--- src/rtl/signed_divider_4.sv ---
// rtl/signed_divider_4.sv - sequential signed restoring divider with valid/ready handshakes
// Optional macro SIGNED_DIV_FAST_TRIVIAL_EN: a==0 or b==0 bypasses CALC and goes straight to FIX.
module signed_divider_4 #(
    parameter int N = 4
) (
    input  logic         clk,
    input  logic         rst_n,
    input  logic         in_valid,
    output logic         in_ready,
    input  logic [N-1:0] a,
    input  logic [N-1:0] b,
    output logic         out_valid,
    input  logic         out_ready,
    output logic [N-1:0] q,
    output logic [N-1:0] r,
    output logic         div_by_zero,
    output logic         overflow
);

    localparam int CW = (N > 2) ? $clog2(N) : 1;

    typedef enum logic [1:0] {IDLE, CALC, FIX, DONE} state_t;

    state_t         state;
    state_t         state_next;
    logic           sign_a;
    logic           sign_b;
    logic [N-1:0]   a_raw;
    logic [N-1:0]   b_raw;
    logic [N-1:0]   dmag;
    logic [N-1:0]   bmag;
    logic [N:0]     rem;
    logic [CW-1:0]  cnt;

    logic [N-1:0]   a_abs;
    logic [N-1:0]   b_abs;
    logic [2*N:0]   pair;
    logic [N:0]     rem_sh;
    logic [N:0]     diff;
    logic           qbit;
    logic [N-1:0]   q_fix;
    logic [N-1:0]   r_fix;
    logic           dz_fix;
    logic           ov_fix;

    // |most-negative| = 2^(N-1) still fits as an N-bit unsigned magnitude
    assign a_abs = a[N-1] ? -a : a;
    assign b_abs = b[N-1] ? -b : b;

    // dmag shifts out dividend bits from the top and collects quotient bits at the bottom
    assign pair   = {rem, dmag} << 1;
    assign rem_sh = pair[2*N:N];
    assign diff   = rem_sh - {1'b0, bmag};
    assign qbit   = (rem_sh >= {1'b0, bmag});

    assign in_ready  = (state == IDLE);
    assign out_valid = (state == DONE);

    always_comb begin
        q_fix  = (sign_a ^ sign_b) ? -dmag : dmag;
        r_fix  = sign_a ? -rem[N-1:0] : rem[N-1:0];
        dz_fix = (b_raw == '0);
        ov_fix = (a_raw == {1'b1, {(N-1){1'b0}}}) && (b_raw == '1);
        if (dz_fix) begin
            q_fix = '1;
            r_fix = a_raw;
        end
    end

    always_comb begin
        state_next = state;
        case (state)
            IDLE: begin
                if (in_valid) begin
`ifdef SIGNED_DIV_FAST_TRIVIAL_EN
                    state_next = ((a == '0) || (b == '0)) ? FIX : CALC;
`else
                    state_next = CALC;
`endif
                end
            end
            CALC:    if (cnt == '0) state_next = FIX;
            FIX:     state_next = DONE;
            DONE:    if (out_ready) state_next = IDLE;
            default: state_next = IDLE;
        endcase
    end

    always_ff @(posedge clk or negedge rst_n) begin
        if (!rst_n) begin
            state <= IDLE;
        end else begin
            state <= state_next;
        end
    end

    always_ff @(posedge clk or negedge rst_n) begin
        if (!rst_n) begin
            sign_a      <= 1'b0;
            sign_b      <= 1'b0;
            a_raw       <= '0;
            b_raw       <= '0;
            dmag        <= '0;
            bmag        <= '0;
            rem         <= '0;
            cnt         <= '0;
            q           <= '0;
            r           <= '0;
            div_by_zero <= 1'b0;
            overflow    <= 1'b0;
        end else begin
            case (state)
                IDLE: begin
                    if (in_valid) begin
                        sign_a      <= a[N-1];
                        sign_b      <= b[N-1];
                        a_raw       <= a;
                        b_raw       <= b;
                        dmag        <= a_abs;
                        bmag        <= b_abs;
                        rem         <= '0;
                        cnt         <= CW'(N - 1);
                        div_by_zero <= 1'b0;
                        overflow    <= 1'b0;
                    end
                end
                CALC: begin
                    rem  <= qbit ? diff : rem_sh;
                    dmag <= pair[N-1:0] | {{(N-1){1'b0}}, qbit};
                    cnt  <= cnt - CW'(1);
                end
                FIX: begin
                    q           <= q_fix;
                    r           <= r_fix;
                    div_by_zero <= dz_fix;
                    overflow    <= ov_fix;
                end
                default: ;
            endcase
        end
    end

endmodule

--- config.mk ---
export PLATFORM = sky130hd
export DESIGN_NAME = signed_divider_4
export DESIGN_NICKNAME = d
export VERILOG_FILES = /design/src/rtl/signed_divider_4.sv
export SDC_FILE = /design/constraint.sdc
export NUM_CORES = 1
export LEC_CHECK = 0
export ABC_CLOCK_PERIOD_IN_PS = 2250
export CELL_PAD_IN_SITES_DETAIL_PLACEMENT = 0
export CELL_PAD_IN_SITES_GLOBAL_PLACEMENT = 1
export CORE_MARGIN = 3
export CORE_UTILIZATION = 40
export CTS_CLUSTER_DIAMETER = 100
export DETAILED_ROUTE_END_ITERATION = 8
export HOLD_SLACK_MARGIN = 0.05
export PLACE_DENSITY = 0.72
export SLEW_MARGIN = 20
export SYNTH_ARGS = -nofsm -noshare
export SYNTH_HDL_FRONTEND = slang
export SYNTH_SLANG_ARGS = --single-unit
--- constraint.sdc ---
create_clock -name clk -period 2.25 [get_ports clk]
set_input_delay 0.675 -clock clk [delete_from_list [all_inputs] [get_ports clk]]
set_output_delay 0.675 -clock clk [all_outputs]
set_load 0.01 [all_outputs]
==> results of run 1 <==
==> synthesized netlist by cell type (2+ instances only) <==
master | count | area (um2)
sky130_fd_sc_hd__ha_1 | 13 | 163
sky130_fd_sc_hd__nor2b_1 | 4 | 25.0
sky130_fd_sc_hd__mux2_2 | 5 | 56.3
sky130_fd_sc_hd__a21oi_1 | 4 | 20.0
sky130_fd_sc_hd__xnor2_1 | 7 | 61.3
sky130_fd_sc_hd__o211ai_1 | 4 | 30.0
sky130_fd_sc_hd__o21a_1 | 3 | 22.5
sky130_fd_sc_hd__o21ai_0 | 23 | 115
sky130_fd_sc_hd__a32o_1 | 2 | 20.0
sky130_fd_sc_hd__inv_1 | 22 | 82.6
sky130_fd_sc_hd__a31oi_1 | 5 | 31.3
sky130_fd_sc_hd__nand2_1 | 21 | 78.8
sky130_fd_sc_hd__dfrtp_1 | 33 | 826
sky130_fd_sc_hd__a22oi_1 | 2 | 15.0
sky130_fd_sc_hd__nor2_1 | 10 | 37.5
sky130_fd_sc_hd__nor3_1 | 2 | 10.0
sky130_fd_sc_hd__nand3_1 | 4 | 20.0
sky130_fd_sc_hd__clkbuf_1 | 4 | 15.0
sky130_fd_sc_hd__nand2b_1 | 4 | 25.0
sky130_fd_sc_hd__mux2i_1 | 4 | 40.0
sky130_fd_sc_hd__or3_1 | 2 | 12.5
==> power by group through the flow <==
stage | Combinational, mW | Sequential [mW] | Clock (mW)
4_1_cts | 1.92 | 1.14 | 0.434
5_1_grt | 2.15 | 1.18 | 0.465
3_3_place_gp | 1.83 | 1.13 | 0
6_report | 1.90 | 1.14 | 0.424
3_5_place_dp | 1.89 | 1.15 | 0
2_1_floorplan | 1.34 | 1.09 | 0
==> area by class of cell <==
class | instances | share of cell area (%)
Sequential cell | 33 | 35.8
Clock inverter | 2 | 0.434
Inverter | 22 | 3.58
Multi-Input combinational cell | 140 | 43.2
Clock buffer | 6 | 3.14
Timing Repair Buffer | 26 | 11.1
Tap cell | 52 | 2.82
==> through the flow <==
step / setup slack [ns] / cell area, um2 / utilization (%) / total power, mW / hold WS (ns)
6_report: 0.183 / 2310 / 51.2 / 3.47 / 0.468
5_1_grt: 0.0949 / 2310 / 51.2 / 3.80 / 0.486
4_1_cts: 0.00157 / 2310 / 51.2 / 3.49 / 0.470
3_5_place_dp: 0.134 / 2210 / 49.1 / 3.04 / 0.462
3_3_place_gp: 0.170 / 2210 / 49.1 / 2.96 / 0.454
2_1_floorplan: 0.593 / 1920 / - / 2.43 / 0.379
==> logic make-up (layout without fill, tap and decap cells) <==
logic type               count (synthesis)  in the layout  synth area share (%)
multiplexers                             9              9                  5.01
AND/OR/NAND/NOR                         57             57                  15.6
flip-flops                              33             33                  42.9
buffers and inverters                   28             56                  5.92
AO/OA/AOI/OAI                           53             53                  17.9
XOR/XNOR                                 7              7                  3.19
adder cells (fa/ha/maj)                 14             14                  9.49
==> path summary, 6_finish.rpt <==
path	to	cells after the start
max	out_valid	2
min	cnt[0]$_DFFE_PN0P_	1
max reg2reg	dmag[0]$_DFFE_PN0P_	6
min reg2reg	cnt[0]$_DFFE_PN0P_	1
max in group asynchronous	rem[2]$_DFFE_PN0P_	2
min in group asynchronous	a_raw[1]$_DFFE_PN0P_	2
==> state kept, by name, summed over array words and instances (netlist names) <==
name         flops
sign_a           1
bmag             3
cnt              2
div_by_zero      1
r                4
q                4
state            2
overflow         1
a_raw            3
rem              4
sign_b           1
dmag             4
b_raw            3
==> routing by layer <==
layer / vias up / GRT usage [%] / part of all wire, %
met5: - / 0 / 0
met4: 0 / 6.80 / 1.7
met3: 6 / 4.09 / 5.8
met2: 54 / 27.6 / 48
met1: 750 / 22.4 / 44
li1: 753 / - / -
==> summary by stage, run 1 <==
Power and ir drop
The share of total power dissipated in combinational logic is ~55%. The power density of the placed cells is between 1500 and 2000 nW/um2. The clock share of power is between 10% and 20%. The maximum vdd drop is just under 0.0006 V.

Sequential cells account for 32.9% of the total power. The share of total power consumed by net switching is a little over two fifths. The switching power total is ~1.5 mW. Cell internal power was estimated by the tool at 1.98 mW. In this run the static leakage power is approximately 1 nW.

Place
The placed wire-length estimate after detailed placement is approximately 3400 um. Input and output buffers added on the ports amount to 23. Routability-driven placement finished with a final weighted congestion of about 0.85. The post-placement cell count is 273.

Critical path
The worst setup path startpoint is state[1]$_DFFE_PN0P_. The number of buffer and inverter stages on the critical path is 1. The dominant delay contributor by cell family on the critical path is buffers and inverters. The startpoint of the worst register-to-register path is state[1]$_DFFE_PN0P_. The minimum setup slack among reg-to-reg paths is ~0.34 ns. The start-to-end type of the worst setup path is reg2out. For this run, the slowest stage of the critical path takes roughly 0.54 ns. The endpoint type of the worst setup path is a primary output.

The maximum net fanout on the critical path is 3. The data required time at the worst endpoint is roughly 1.6 ns. The largest individual stage delay along the critical path comes from the cell sky130_fd_sc_hd__clkdlybuf4s50_1. Data on the critical path arrives at its endpoint at 1.39 ns.

The critical path goes through ha_1 > clkdlybuf4s50_1. STA classifies the critical path startpoint as a register.

Logic synthesis
The number of flops mapped to enable cells by yosys is 0. The mapped netlist covers about 1900 um2. In the synthesized netlist, the number of instances is ~200. In the synthesized netlist the dominant register cell turns out to be sky130_fd_sc_hd__dfrtp_1. In this run, synthesis produced a sequential element count of 33. The mean instance size in the synthesized netlist is 9.57 um2. The number of unique standard cell types used by synthesis is 44. The net count of the mapped netlist is approximately 230. The total of warnings raised by yosys is 0. Of all flip-flops after synthesis, the portion carrying an async set or reset was 100%.

The portion of the post-synthesis area used by sequential elements is a little over two fifths.

CTS
In this run the number of H-tree levels came out at 2. The tree is rooted in a sky130_fd_sc_hd__clkbuf_8. Clock-pin slew was measured on the worst setup and hold paths at roughly 0.060 ns. For the worst-skew pair, the clock arrives at the later sink with an insertion delay of between 0.2 and 0.3 ns. Buffers inserted during clock tree synthesis total 5. The buffer depth of the longest clock path is 2. The total of cells resized after clock tree synthesis is 2.

The clock net in this run drives a total of 33 sinks. TritonCTS built the clock tree. Post-CTS timing repair inserted 0 buffers for setup. The post-cts hold buffer count is 0.

STA
Setup repair after global routing left no endpoint under its margin. For the finished layout, the period the worst path requires is just over 2 ns. For the pin with the worst max-slew slack, the measured transition is approximately 0.58 ns. The final setup violation count is 0.

The count of final hold-check violations is 0. The share of the clock period used by the worst path after layout is approximately 90%. The final count of pins violating max slew was 0.

For the final database, setup skew stands at between 0.007 and 0.008 ns. The fmax is 484 MHz. The worst-case headroom to the max-slew limit is between 60% and 70%. The accumulated negative setup slack is 0 ns.

Route
Dividing the detail-routed via count by the number of cells gives around 5.6. The total wirelength of the detailed-routed design is between 4000 and 5000 um. In this run, the number of DRC markers left after iteration 0 of detailed routing was 89. The count of nets left with antenna violations once routing finished came out at 0. The DRC violation count after routing is 0.

The vias after detailed routing is around 1,600. After detailed routing, the average wire length per cell comes to ~15 um. The first-pass iteration count of the detailed router is 4.

Global routing
The largest net degree at the start of global routing is 34. The first global-routing pass estimated approximately 7300 um of wire. The number of global-route vias before repair is ~1,500. The number of antenna violations at the first check in global routing was 0.

Global routing finished with a remaining overflow of 0. Global routing used ~17% of the available tracks.

Die
During I/O placement, the number of pins put on the boundary was 24. The die is roughly 75 um tall. The die area is between 5000 and 6000 um2. The total number of placement rows is 24. For this configuration, the core starts out at a cell density of a little over two fifths. The core outline area is ~4500 um2. The die is roughly 75 um wide.

Final layout
For this run, the number of standard cells in the final layout without fillers is roughly 280. In the final design database the tool counted 254 nets. The leading cell type in the layout, fill and taps excluded is sky130_fd_sc_hd__dfrtp_1. In the final layout, the multi-input gates occupy 997 um2. In the final layout, the share of cells above drive strength 1 is between 10 and 15%. Across the whole layout, storage elements account for around 830 um2. Relative to the synthesized area, the layout overhead comes to 20.0%. The antenna diode instance count is 0. The layout filler cell count is 420. In the layout the commonest cells are 33 x sky130_fd_sc_hd__dfrtp_1, 23 x sky130_fd_sc_hd__o21ai_0, 22 x sky130_fd_sc_hd__clkdlybuf4s50_1.

Worst hold path
The worst hold path belongs to the class reg2reg. The start point of the worst min-delay path is cnt[0]$_DFFE_PN0P_.

Run status
The run finished with clean final reports.

Flow run
Across the run, the number of max-cap violations was 0.
No activity file was read; power rests on OpenSTA's default activity.
==> run 2: changes to the inputs <==
SLEW_MARGIN = not set   (was 20)
==> results of run 2 <==
Same layout as run 1: the final DEF is identical, and so are final timing and power.
==> run 3: changes to the inputs <==
ABC_CLOCK_PERIOD_IN_PS = not set   (was 2250)
==> results of run 3 <==
Same layout as run 1: the final DEF is identical, and so are final timing and power.
